## src/rtl/ahbl_wrap4_master_if.sv

```systemverilog
// Line-request/response and AHB-Lite master signals of ahbl_wrap4_master.
// The master modport is the initiator's view; the slave modport is the
// requester/bus-slave environment's view.
interface ahbl_wrap4_master_if #(
  parameter int W_HADDR = 32,
  parameter int W_HDATA = 32
);
  logic               req_valid;
  logic               req_ready;
  logic               req_write;
  logic [W_HADDR-1:0] req_addr;
  logic [127:0]       req_wdata;
  logic               rsp_valid;
  logic [127:0]       rsp_rdata;
  logic               rsp_err;

  logic [W_HADDR-1:0] ahblm_haddr;
  logic               ahblm_hwrite;
  logic [1:0]         ahblm_htrans;
  logic [2:0]         ahblm_hsize;
  logic [2:0]         ahblm_hburst;
  logic [3:0]         ahblm_hprot;
  logic               ahblm_hmastlock;
  logic [W_HDATA-1:0] ahblm_hwdata;
  logic               ahblm_hready;
  logic               ahblm_hresp;
  logic [W_HDATA-1:0] ahblm_hrdata;

  modport master (
    input  req_valid, req_write, req_addr, req_wdata,
    input  ahblm_hready, ahblm_hresp, ahblm_hrdata,
    output req_ready, rsp_valid, rsp_rdata, rsp_err,
    output ahblm_haddr, ahblm_hwrite, ahblm_htrans, ahblm_hsize,
    output ahblm_hburst, ahblm_hprot, ahblm_hmastlock, ahblm_hwdata
  );

  modport slave (
    output req_valid, req_write, req_addr, req_wdata,
    output ahblm_hready, ahblm_hresp, ahblm_hrdata,
    input  req_ready, rsp_valid, rsp_rdata, rsp_err,
    input  ahblm_haddr, ahblm_hwrite, ahblm_htrans, ahblm_hsize,
    input  ahblm_hburst, ahblm_hprot, ahblm_hmastlock, ahblm_hwdata
  );
endinterface

```

## src/rtl/ahbl_wrap4_master.sv

```systemverilog
// AHB-Lite initiator: one 128-bit line request becomes a single WRAP4 burst of
// 32-bit words, critical word first, with one response pulse per request.
module ahbl_wrap4_master #(
  parameter int W_HADDR = 32,
  parameter int W_HDATA = 32
) (
  input  logic                clk,
  input  logic                rst_n,
  ahbl_wrap4_master_if.master bus
);

  if (W_HDATA != 32) begin : g_bad_hdata
    $error("ahbl_wrap4_master supports W_HDATA == 32 only");
  end

  localparam logic [2:0] S_IDLE  = 3'd0;
  localparam logic [2:0] S_BURST = 3'd1;
  localparam logic [2:0] S_DRAIN = 3'd2;
  localparam logic [2:0] S_ERR   = 3'd3;
  localparam logic [2:0] S_RESP  = 3'd4;

  localparam logic [1:0] HT_IDLE = 2'b00;
  localparam logic [1:0] HT_NSEQ = 2'b10;
  localparam logic [1:0] HT_SEQ  = 2'b11;

  logic [2:0]         r_state;
  logic               r_write;
  logic [1:0]         r_abeat;
  logic [1:0]         r_dbeat;
  logic               r_dvld;
  logic [W_HADDR-1:0] r_haddr;
  logic [1:0]         r_htrans;
  logic               r_hwrite;
  logic [2:0]         r_hsize;
  logic [2:0]         r_hburst;
  logic [W_HDATA-1:0] r_hwdata;
  logic               r_rsp_valid;
  logic               r_rsp_err;
  logic [127:0]       r_rsp_rdata;

  logic [W_HADDR-5:0] r_line;
  logic [1:0]         r_start;
  logic [127:0]       r_wline;
  logic [127:0]       r_cap;

  logic               w_ready;
  logic               w_accept;
  logic               w_active;
  logic               w_err1;
  logic               w_dcap;
  logic [1:0]         w_alane;
  logic [1:0]         w_anext;
  logic [1:0]         w_dlane;
  logic [127:0]       w_cap_nxt;

  assign w_ready  = (r_state == S_IDLE) && rst_n;
  assign w_accept = bus.req_valid && w_ready;
  assign w_active = (r_state == S_BURST) || (r_state == S_DRAIN);
  assign w_err1   = w_active && r_dvld && bus.ahblm_hresp && !bus.ahblm_hready;
  assign w_dcap   = w_active && r_dvld && bus.ahblm_hready && !bus.ahblm_hresp;
  assign w_alane  = r_start + r_abeat;
  assign w_anext  = r_start + r_abeat + 2'd1;
  assign w_dlane  = r_start + r_dbeat;

  // Lanes are indexed by address word, so beats land rotated by the start word.
  always_comb begin
    w_cap_nxt = r_cap;
    if (w_dcap) w_cap_nxt[{w_dlane, 5'd0} +: 32] = bus.ahblm_hrdata;
  end

  always_ff @(posedge clk) begin
    if (w_accept) begin
      r_line  <= bus.req_addr[W_HADDR-1:4];
      r_start <= bus.req_addr[3:2];
      r_wline <= bus.req_wdata;
      r_cap   <= '0;
    end else begin
      r_cap   <= w_cap_nxt;
    end
  end

  always_ff @(posedge clk or negedge rst_n) begin
    if (!rst_n) begin
      r_state     <= S_IDLE;
      r_write     <= 1'b0;
      r_abeat     <= 2'd0;
      r_dbeat     <= 2'd0;
      r_dvld      <= 1'b0;
      r_haddr     <= '0;
      r_htrans    <= HT_IDLE;
      r_hwrite    <= 1'b0;
      r_hsize     <= 3'b000;
      r_hburst    <= 3'b000;
      r_hwdata    <= '0;
      r_rsp_valid <= 1'b0;
      r_rsp_err   <= 1'b0;
      r_rsp_rdata <= '0;
    end else begin
      case (r_state)
        S_IDLE: begin
          if (w_accept) begin
            r_state  <= S_BURST;
            r_write  <= bus.req_write;
            r_abeat  <= 2'd0;
            r_dvld   <= 1'b0;
            r_haddr  <= bus.req_addr & {{(W_HADDR-2){1'b1}}, 2'b00};
            r_htrans <= HT_NSEQ;
            r_hwrite <= bus.req_write;
            r_hsize  <= 3'b010;
            r_hburst <= 3'b010;
          end
        end
        S_BURST, S_DRAIN: begin
          // First ERROR cycle: drop to IDLE so the remaining beats are cancelled.
          if (w_err1) begin
            r_state  <= S_ERR;
            r_htrans <= HT_IDLE;
          end else if (bus.ahblm_hready) begin
            if (r_state == S_BURST) begin
              r_dvld   <= 1'b1;
              r_dbeat  <= r_abeat;
              r_hwdata <= r_wline[{w_alane, 5'd0} +: 32];
              if (r_abeat == 2'd3) begin
                r_state  <= S_DRAIN;
                r_htrans <= HT_IDLE;
              end else begin
                r_abeat  <= r_abeat + 2'd1;
                r_haddr  <= {r_line, w_anext, 2'b00};
                r_htrans <= HT_SEQ;
              end
            end else begin
              r_dvld      <= 1'b0;
              r_state     <= S_RESP;
              r_rsp_valid <= 1'b1;
              r_rsp_err   <= 1'b0;
              if (!r_write) r_rsp_rdata <= w_cap_nxt;
            end
          end
        end
        S_ERR: begin
          if (bus.ahblm_hready && bus.ahblm_hresp) begin
            r_dvld      <= 1'b0;
            r_state     <= S_RESP;
            r_rsp_valid <= 1'b1;
            r_rsp_err   <= 1'b1;
            if (!r_write) r_rsp_rdata <= r_cap;
          end
        end
        S_RESP: begin
          r_state     <= S_IDLE;
          r_rsp_valid <= 1'b0;
          r_rsp_err   <= 1'b0;
        end
        default: r_state <= S_IDLE;
      endcase
    end
  end

  assign bus.req_ready       = w_ready;
  assign bus.rsp_valid       = r_rsp_valid;
  assign bus.rsp_err         = r_rsp_err;
  assign bus.rsp_rdata       = r_rsp_rdata;
  assign bus.ahblm_haddr     = r_haddr;
  assign bus.ahblm_hwrite    = r_hwrite;
  assign bus.ahblm_htrans    = r_htrans;
  assign bus.ahblm_hsize     = r_hsize;
  assign bus.ahblm_hburst    = r_hburst;
  assign bus.ahblm_hprot     = 4'b0011;
  assign bus.ahblm_hmastlock = 1'b0;
  assign bus.ahblm_hwdata    = r_hwdata;

endmodule

```

## src/flat_wrapper.sv

```systemverilog
// flat-port wrapper written by rule: the top's interface ports become plain ports
module ahbl_wrap4_master_flat 
#(
  parameter int W_HADDR = 32,
  parameter int W_HDATA = 32
)
  (clk, rst_n, bus_req_valid, bus_req_write, bus_req_addr, bus_req_wdata, bus_ahblm_hready, bus_ahblm_hresp, bus_ahblm_hrdata, bus_req_ready, bus_rsp_valid, bus_rsp_rdata, bus_rsp_err, bus_ahblm_haddr, bus_ahblm_hwrite, bus_ahblm_htrans, bus_ahblm_hsize, bus_ahblm_hburst, bus_ahblm_hprot, bus_ahblm_hmastlock, bus_ahblm_hwdata);
  ahbl_wrap4_master_if #(.W_HADDR(W_HADDR), .W_HDATA(W_HDATA)) bus_i ();
  input  logic clk;
  input  logic rst_n;
  input wire logic [$bits(bus_i.req_valid)-1:0] bus_req_valid;
  input wire logic [$bits(bus_i.req_write)-1:0] bus_req_write;
  input wire logic [$bits(bus_i.req_addr)-1:0] bus_req_addr;
  input wire logic [$bits(bus_i.req_wdata)-1:0] bus_req_wdata;
  input wire logic [$bits(bus_i.ahblm_hready)-1:0] bus_ahblm_hready;
  input wire logic [$bits(bus_i.ahblm_hresp)-1:0] bus_ahblm_hresp;
  input wire logic [$bits(bus_i.ahblm_hrdata)-1:0] bus_ahblm_hrdata;
  output wire logic [$bits(bus_i.req_ready)-1:0] bus_req_ready;
  output wire logic [$bits(bus_i.rsp_valid)-1:0] bus_rsp_valid;
  output wire logic [$bits(bus_i.rsp_rdata)-1:0] bus_rsp_rdata;
  output wire logic [$bits(bus_i.rsp_err)-1:0] bus_rsp_err;
  output wire logic [$bits(bus_i.ahblm_haddr)-1:0] bus_ahblm_haddr;
  output wire logic [$bits(bus_i.ahblm_hwrite)-1:0] bus_ahblm_hwrite;
  output wire logic [$bits(bus_i.ahblm_htrans)-1:0] bus_ahblm_htrans;
  output wire logic [$bits(bus_i.ahblm_hsize)-1:0] bus_ahblm_hsize;
  output wire logic [$bits(bus_i.ahblm_hburst)-1:0] bus_ahblm_hburst;
  output wire logic [$bits(bus_i.ahblm_hprot)-1:0] bus_ahblm_hprot;
  output wire logic [$bits(bus_i.ahblm_hmastlock)-1:0] bus_ahblm_hmastlock;
  output wire logic [$bits(bus_i.ahblm_hwdata)-1:0] bus_ahblm_hwdata;
  assign bus_i.req_valid = bus_req_valid;
  assign bus_i.req_write = bus_req_write;
  assign bus_i.req_addr = bus_req_addr;
  assign bus_i.req_wdata = bus_req_wdata;
  assign bus_i.ahblm_hready = bus_ahblm_hready;
  assign bus_i.ahblm_hresp = bus_ahblm_hresp;
  assign bus_i.ahblm_hrdata = bus_ahblm_hrdata;
  assign bus_req_ready = bus_i.req_ready;
  assign bus_rsp_valid = bus_i.rsp_valid;
  assign bus_rsp_rdata = bus_i.rsp_rdata;
  assign bus_rsp_err = bus_i.rsp_err;
  assign bus_ahblm_haddr = bus_i.ahblm_haddr;
  assign bus_ahblm_hwrite = bus_i.ahblm_hwrite;
  assign bus_ahblm_htrans = bus_i.ahblm_htrans;
  assign bus_ahblm_hsize = bus_i.ahblm_hsize;
  assign bus_ahblm_hburst = bus_i.ahblm_hburst;
  assign bus_ahblm_hprot = bus_i.ahblm_hprot;
  assign bus_ahblm_hmastlock = bus_i.ahblm_hmastlock;
  assign bus_ahblm_hwdata = bus_i.ahblm_hwdata;
  ahbl_wrap4_master #(.W_HADDR(W_HADDR), .W_HDATA(W_HDATA)) u_core (.clk(clk), .rst_n(rst_n), .bus(bus_i));
endmodule
```

## config.mk

```make
export PLATFORM = sky130hd
export DESIGN_NAME = ahbl_wrap4_master_flat
export DESIGN_NICKNAME = d
export VERILOG_FILES = /design/src/rtl/ahbl_wrap4_master_if.sv /design/src/rtl/ahbl_wrap4_master.sv /design/src/flat_wrapper.sv
export SDC_FILE = /design/constraint.sdc
export NUM_CORES = 1
export LEC_CHECK = 0
export BUFFER_PORTS_ARGS = -buffer_cell sky130_fd_sc_hd__buf_2
export CELL_PAD_IN_SITES_DETAIL_PLACEMENT = 1
export CELL_PAD_IN_SITES_GLOBAL_PLACEMENT = 1
export CORE_MARGIN = 1.5
export CORE_UTILIZATION = 43
export DETAILED_ROUTE_END_ITERATION = 12
export PLACE_DENSITY_LB_ADDON = 0.1
export SETUP_SLACK_MARGIN = 0.2
export SLEW_MARGIN = 20
export SYNTH_ARGS = -nofsm -noshare
export SYNTH_HDL_FRONTEND = slang
export SYNTH_SLANG_ARGS = --single-unit
```

## constraint.sdc

```tcl
create_clock -name clk -period 6.98 [get_ports clk]
set_input_delay 1.047 -clock clk [delete_from_list [all_inputs] [get_ports clk]]
set_output_delay 1.047 -clock clk [all_outputs]
set_load 0.005 [all_outputs]
```

* Yosys cells after proc, flatten, opt, wreduce, memory -nomap -nowiden
Index checks and enable logic that the tools add are counted.
** Storage, ports and cells
- Flip-flop bits (word level) :: 492
- Output and inout port bits :: 209
- Word-level logic and storage cells :: 116
** Cells by class
- Add/sub/neg operators :: 5
- Equality and inequality tests :: 17
- Shifts and indexed selects :: 3
- Mux-type cells :: 49
- Bitwise gates (word level) :: 1
- Reductions and logical operators :: 25
** Operators by type and width (number)
- 2-to-1 mux 128 bit :: 7
- one-hot mux 128 bit (2 select lines) :: 1
- 2-to-1 mux 32 bit :: 5
- bitwise mux 128 bit :: 1
- variable shift 32 x 9 -> 128 bit (first input constant) :: 1
- variable part select 128 x 8 -> 32 bit :: 1
- variable part select 32 x 9 -> 128 bit :: 1
- one-hot mux 32 bit (2 select lines) :: 1
- 2-to-1 mux 2 bit :: 10
- 2-to-1 mux 3 bit :: 6
- 2-to-1 mux 1 bit :: 12
- inequality test 2 bit (second input constant) :: 6
- AND reduction 4 bit :: 3
- AND reduction 5 bit :: 2
- negation 7 -> 9 bit :: 1
- one-hot mux 1 bit (3 select lines) :: 3
- one-hot mux 3 bit (3 select lines) :: 1
- logical AND 1 bit :: 8
- one-hot mux 2 bit (2 select lines) :: 2
- AND reduction 7 bit :: 1
- equality test 3 x 2 -> 1 bit (second input constant) :: 2
- inequality test 2 x 1 -> 1 bit (second input constant) :: 3
- AND reduction 6 bit :: 1
- nonzero test 3 bit :: 2
- 15 further kinds :: 19

* Depth between registers and ports, before layout
Gate-level depths: netlist of the first run.
- Depth in word-level cells :: 11
- Mapped depth :: 9
- Gate-level depth less buffers :: 8

* Worst setup path before layout of the first run
OpenSTA, ideal clock, no wires.
- Kind :: input port to flip-flop
- Start :: input port rst_n
- End :: register u_core.r_line[0], enable pin
- Arrival :: 6.427 ns
- Data required time :: 6.396 ns
- Path slack :: -0.031 ns
- Cell stages on the path :: 4
- Buffers on the path :: 2
- Cell sequence :: nor4b_1 and2_1 clkbuf_1 clkbuf_1
** Between the ends
- Word-level cells in the longest chain between the ends :: 2
** RTL lines
- start: declaration :: RTL line flat_wrapper.sv:10 : input logic rst_n;
- logical AND 1 bit :: RTL line ahbl_wrap4_master.sv:56 : assign w_ready = (r_state == S_IDLE) && rst_n;
- logical AND 1 bit :: RTL line ahbl_wrap4_master.sv:57 : assign w_accept = bus.req_valid && w_ready;
- end signal: assignment :: RTL line ahbl_wrap4_master.sv:73 : r_line <= bus.req_addr[W_HADDR-1:4];
- end: declaration :: RTL line ahbl_wrap4_master.sv:41 : logic [W_HADDR-5:0] r_line;
Every way passes these cells.
A chain may end at the register's enable or synchronous reset.

* Worst setup path in the final report of the first run
- Start :: register u_core.r_start[0]
- End :: register u_core.r_rsp_rdata[107] (netlist: u_core.bus.rsp_rdata[107])
** Between the ends
- Word-level cells in the longest chain between the ends :: 10
** RTL lines
- start: declaration :: RTL line ahbl_wrap4_master.sv:42 : logic [1:0] r_start;
- start signal: assignment :: RTL line ahbl_wrap4_master.sv:74 : r_start <= bus.req_addr[3:2];
- adder 2 bit (*) :: RTL line ahbl_wrap4_master.sv:63 : assign w_dlane = r_start + r_dbeat;
- negation 7 -> 9 bit (*) :: RTL line ahbl_wrap4_master.sv:68 : if (w_dcap) w_cap_nxt[{w_dlane, 5'd0} +: 32] = bus.ahblm_hrdata;
- variable part select 32 x 9 -> 128 bit or variable shift 32 x 9 -> 128 bit (tied branches) :: RTL line ahbl_wrap4_master.sv:68
- bitwise mux 128 bit (*) :: RTL line ahbl_wrap4_master.sv:68
- 2-to-1 mux 128 bit (*) :: RTL line ahbl_wrap4_master.sv:68
- 2-to-1 mux 128 bit (*) :: RTL line ahbl_wrap4_master.sv:136 : if (!r_write) r_rsp_rdata <= w_cap_nxt;
- 2-to-1 mux 128 bit (*) :: RTL line ahbl_wrap4_master.sv:119 : if (r_state == S_BURST) begin
- 2-to-1 mux 128 bit (*) :: RTL line ahbl_wrap4_master.sv:118 : end else if (bus.ahblm_hready) begin
- 2-to-1 mux 128 bit (*) :: RTL line ahbl_wrap4_master.sv:115 : if (w_err1) begin
- one-hot mux 128 bit (2 select lines) (*) :: RTL line ahbl_wrap4_master.sv:99 : case (r_state)
- end signal: assignment :: RTL line ahbl_wrap4_master.sv:136
- end signal: assignment :: RTL line ahbl_wrap4_master.sv:146 : if (!r_write) r_rsp_rdata <= r_cap;
- end: declaration :: RTL line ahbl_wrap4_master.sv:39 : logic [127:0] r_rsp_rdata;
Mark *: on every way between the ends. The rest lies on a longest branch, timed or not. The select of a mux whose other input is x is not followed.

==> qor.txt, run 1 <==
Synth area leaders: dfrtp_1 (27%), edfxtp_1 (25%), dfxtp_1 (14%)
status: complete, no violations
Final Skew: 0.0107 ns
LEAKAGE: 10.4 nW
# clock sinks: 490
PortBufs: 393
RSZ-0062 raised after global routing: false
Slew HR: 27.3%
setup slack, reg-to-reg: 3.43 ns
#FFs+latches synth: 490
vias per cell: 5.39
CTS root buf: clkbuf_16
setup ws final: 3.43 ns
Mapped Cells: 1540
Final GP Congestion: 0.749
CTS Buf Count: 52
vias in the first global route: 14500
Arr. time, crit path: 4.06 ns
count leader, synth: dfrtp_1
hold_buf cts: 0
met1 GRT Util: 30.3%
Peak Freq: 282 MHz
r2r worst-path depth: 7
Setup TNS: 0 ns
Die X: 211 µm
Initial Util: 43.5%
vias: 13600
ys flop type: dfrtp_1
pwr/cell area: 379 nW/µm²
Worst Setup End Kind: flip-flop
syn avg cell area: 12.1 µm²
initial antenna violation count: 15
Final Cycle Share: 50.8%
Std-Cell Rows: 76
drt wl/cell: 21.5 µm
drt drc: 0
DRT iter0 DRCs: 823
I/O pin count: 407
global routing's busiest layer: met2
DR pass1 iterations: 4
YS warnings: 0
max incr delay on CP: 0.92 ns
Routed WL: 54.3 mm
Setup-failing EPs final: 0
Clock Path Buffers: 3
Final nets: 2094
Post-synth EDFFs: 158
Max H-tree Level: 2
Max-Cap Viols: 0
area growth from synthesis to layout: 22.5%
Place WS: 2.98 ns
RR Endpoint: u_core.bus.rsp_rdata[107]
met3 usage: 6.72%
post-CTS resize count: 0
Critical Path RT: 7.50 ns
die height: 211 µm
Syn Std Cell Area: 18700 µm²
clk_lat worst skew: 0.58 ns
register area share after synthesis: 66.4%
count of cell types in the netlist: 53
post-CTS setup buffer count: 0
Final Critical Period: 3.55 ns
Final Hold Fails: 0
Synth area leader: dfrtp_1
Post-DP HPWL: 34.1 mm
met2 usage: 40.4%
CP Launch Type: flip-flop
Synth async-reset ratio: 41.6%
Total Die Area: 44700 µm²
worst reg2reg startpoint: u_core.r_start[0]
Core ar.: 43000 µm²
Critical Path Slowest Stage Cell: and3_2
VDD IR max: 0.000253 V
critical path, cell by cell: ha_1 > inv_1 > ha_1 > nand2_1 > nor2_4 > and3_2 > a221o_1
global route overflow: 0
Critical Path Most Common Cell: ha_1
final total power: 8.68 mW
Synth top area share: 27.3%
Worst Hold Class: in -> async
global-route wire length before repair: 83.3 mm
Worst-Margin Slew: 1.09 ns
ratio of cells with drive above 1 in the final layout: 26.4%
Critical Path Fanout Max: 33
register clock-pin slew on the reported worst setup and hold paths: 0.06 ns
Max Slew Vio Count: 0
CTS tree: built
Crit Path Class: reg -> reg
GRT Total Usage: 24.2%
largest net degree at the start of global routing: 104
post-route antenna net violation count: 0
most frequent cells after synthesis: dfrtp_1 (204), edfxtp_1 (158), nor2_1 (135)
==> cell families after synthesis <==
logic type	Yosys count	share of synthesized area (%)
AND/OR/NAND/NOR	501	12.6
XOR/XNOR	6	0.368
other	2	0.0402
multiplexers	129	6.93
buffers and inverters	132	3.07
AO/OA/AOI/OAI	274	10.2
flip-flops	490	66.4
adder cells (fa/ha/maj)	6	0.402
==> power by group <==
part	total, mW	switching, mW	internal, mW
logic	2.14	1.31	0.835
clock network	2.84	1.13	1.71
registers	3.69	0.255	3.44
==> routing by layer <==
layer	part of all wire [%]	wire, µm	vias up
met1	41	22300	6863
li1	-	-	6226
met2	49	26700	396
met5	0.21	116	-
met4	2.4	1320	20
met3	7.1	3850	105
==> cell usage in the layout, fill, tap and decap left out, drive strengths merged, types with 33 or more instances in the layout <==
cell | netlist | routed
dfrtp | 204 | 204
nand3 | 132 | 132
clkbuf | 90 | 79
a22o | 33 | 33
mux2i | 126 | 126
edfxtp | 158 | 158
buf | 36 | 413
and2 | 67 | 67
dfxtp | 128 | 128
o21ai | 35 | 35
a21oi | 95 | 95
nand2 | 134 | 134
nor2 | 135 | 135
==> worst max-delay path by stage <==
stage                      start                        end  depth (start not counted)
2_1_floorplan              rst_n           u_core.r_line[0]                          4
3_3_place_gp    bus_ahblm_hready           u_core.r_cap[91]                          5
3_5_place_dp    bus_ahblm_hready           u_core.r_cap[69]                          5
4_1_cts        u_core.r_start[0]  u_core.bus.rsp_rdata[125]                          7
5_1_grt        u_core.r_start[0]  u_core.bus.rsp_rdata[108]                          7
6_report       u_core.r_start[0]  u_core.bus.rsp_rdata[107]                          7
==> worst max-delay path, delay by kind of cell (launching register included) <==
family | cells | cell delay [ns]
buffers and inverters | 1 | 0.15
and+or+nand+nor | 3 | 1.80
AOI/OAI and AO/OA | 1 | 0.28
adders and majority gates | 2 | 0.80
DFF | 1 | 0.42
==> sequential cells by signal, summed over array words and instances, names as in the netlist <==
signal	count
u_core.bus.ahblm_hsize	1
u_core.r_wline	128
u_core.r_start	2
u_core.bus.ahblm_htrans	2
u_core.r_write	1
u_core.r_cap	128
u_core.r_line	28
u_core.bus.rsp_rdata	128
u_core.bus.rsp_err	1
u_core.bus.ahblm_hwdata	32
u_core.r_state	3
u_core.r_dvld	1
u_core.r_abeat	2
u_core.bus.rsp_valid	1
u_core.bus.ahblm_haddr	30
u_core.r_dbeat	2
==> stage by stage <==
step,hold WS [ns],instance area [µm²],cells,util (%)
after CTS,0.352,22900,2519,53.2
after global placement,0.438,21100,2421,49.1
after floorplan,0.432,18700,1549,-
after global routing,0.376,22900,2523,53.2
after detailed placement,0.447,21100,2421,49.1
final,0.363,22900,2526,53.2
==> cell type report <==
cell class                 count  area, µm²
antenna                        7       17.5
fill                        4636      20100
multi-input combinational    927       5820
sequential                   490      12400
inverter                       6       22.5
timing repair buffer         413       2130
clock inverter                19        248
tap                          585        732
clock buffer                  79       1500
Power figures use the tool's default switching activity.
==> run 2: changes to the inputs <==
==> constraint.sdc (replaced) <==
create_clock -name clk -period 3.5 [get_ports clk]
set_input_delay 0.525 -clock clk [delete_from_list [all_inputs] [get_ports clk]]
set_output_delay 0.525 -clock clk [all_outputs]
set_load 0.005 [all_outputs]
==> run 2 against run 1 <==
  * Final area rose by 0.98%
  * Sequential share of layout area fell by 0.53 points
  * Die area did not move
  * Utilization rose by 0.52 points
  * Hold slack got worse by 0.25 ns
  * Largest power group unchanged
  * Critical endpoint is now u_core.bus.rsp_rdata[68]
  * Highest routed layer unchanged
  * Via count fell by 0.99%
  * First-iteration DRC count fell by 13%
  * Cell count rose by 0.48%
  * Clock power rose by 98%
==> qor.txt, run 2 (synthesis results as in run 1) <==
Util after Layout: 53.8%
setup slack, reg-to-reg: 0.58 ns
VDD IR max: 0.000485 V
met1 GRT Util: 30.3%
hold depth: 1
largest net degree at the start of global routing: 143
Core ar.: 43000 µm²
Buf/Inv on CP: 2
register clock-pin slew on the reported worst setup and hold paths: 0.06 ns
final total power: 17.3 mW
Post-DP HPWL: 33.4 mm
Final Critical Period: 2.92 ns
most frequent cells in the layout: buf_2 (392), dfrtp_1 (204), edfxtp_1 (158)
Worst-Margin Slew: 0.967 ns
Max Slew Vio Count: 0
die height: 211 µm
Post-Layout Cell Count: 2538
met2 usage: 39.2%
status: complete, no violations
RSZ-0062 raised after global routing: false
Critical Path Fanout Max: 64
CTS tree: built
Critical Path RT: 4.01 ns
Final Skew: 0.0107 ns
Peak Freq: 342 MHz
global routing's busiest layer: met2
DRT iter0 DRCs: 718
PortBufs: 393
met3 usage: 5.77%
initial antenna violation count: 13
WP depth: 8
Initial Util: 43.5%
delay-heaviest family, CP: simple AND/OR/NAND/NOR gates
Slew HR: 35.4%
Worst Setup End Kind: flip-flop
dpl cells: 2430
Total Die Area: 44700 µm²
GRT Total Usage: 23.6%
Crit Path Class: reg -> reg
# clock sinks: 490
Critical Path Slowest Stage Cell: or4b_2
clk_lat worst skew: 0.58 ns
post-CTS setup buffer count: 0
drt wl/cell: 20.9 µm
Final Hold Fails: 0
post-route antenna net violation count: 0
Worst Hold Class: in -> reg
Std-Cell Rows: 76
Setup-failing EPs final: 0
vias per cell: 5.31
I/O pin count: 407
max incr delay on CP: 0.69 ns
CP Launch Type: flip-flop
ratio of cells with drive above 1 in the final layout: 27.4%
Max-Cap Viols: 0
pwr/cell area: 749 nW/µm²
Arr. time, crit path: 3.43 ns
setup ws final: 0.580 ns
vias: 13500
Place WS: 0.613 ns
LEAKAGE: 10.6 nW
CTS Buf Count: 52
Final GP Congestion: 0.758
hold_buf cts: 0
Routed WL: 53.0 mm
Final nets: 2103
CTS root buf: clkbuf_16
Max H-tree Level: 2
Clock Path Buffers: 3
Setup TNS: 0 ns
Die X: 211 µm
Final Cycle Share: 83.4%
global-route wire length before repair: 81.6 mm
vias in the first global route: 14100
drt drc: 0
DR pass1 iterations: 5
fill count: 4572
global route overflow: 0
post-CTS resize count: 0
critical path, cell by cell: ha_1 > inv_1 > ha_1 > or4b_2 > nor4_4 > buf_12 > nand3_1 > nand3_1
area growth from synthesis to layout: 23.7%
r2r worst-path depth: 8
commonest non-fill, non-tap cell in the layout: buf_2
run 2: changes by cell type in the layout (fill, tap and decap cells not counted), sizes merged:
cell	delta
clkinvlp	+2
clkbuf	+2
clkinv	-1
buf	+9
diode	+4
bufinv	-4
run 2: final cells by class:
class	count	area, µm²	share of cell area (%)
diodes	11	27.5	0.119
clock buffers	81	1630	7.07
clock inverters	16	144	0.623
inverters	6	22.5	0.0975
multi-input cells	927	5820	25.2
flip-flops and latches	490	12400	53.7
well taps	585	732	3.17
repair buffers	422	2320	10.0
run 2: worst register-to-register path: cells and delay by family, from the launching register on:
| family | cells | cell delay, ns |
|---|---|---|
| flops | 1 | 0.41 |
| buf+inv | 2 | 0.47 |
| simple gates | 4 | 1.18 |
| fa+ha+maj | 2 | 0.77 |
run 2: through the flow:
step	hold WS [ns]	area, µm²
detailed placement	0.447	21300
global route	0.0817	23100
floorplan	0.229	18700
CTS	0.0671	23100
global placement	0.438	21300
finish	0.111	23100
run 2: path summary, 6_finish.rpt:
| kind | endpoint | start |
|---|---|---|
| min in group asynchronous | u_core.r_dbeat[1] | rst_n |
| hold reg to reg | u_core.r_cap[125] | u_core.r_cap[125] |
| hold / removal | u_core.r_wline[112] | bus_req_wdata[112] |
| setup / recovery | u_core.bus.rsp_rdata[68] | u_core.r_start[0] |
| max in group asynchronous | u_core.bus.rsp_rdata[68] | rst_n |
| setup reg to reg | u_core.bus.rsp_rdata[68] | u_core.r_start[0] |
run 2: power by group:
part	internal, mW	switching [mW]	leakage, nW
Combinational	1.74	2.63	4.56
Clock	3.35	2.27	0.876
Sequential	6.85	0.480	5.12
Total	11.9	5.37	10.6
run 2: metal layers:
metal	wire (µm)	vias up
met5	65	-
met4	1050	10
met3	3110	73
met2	26200	353
met1	22600	6778
li1	-	6261
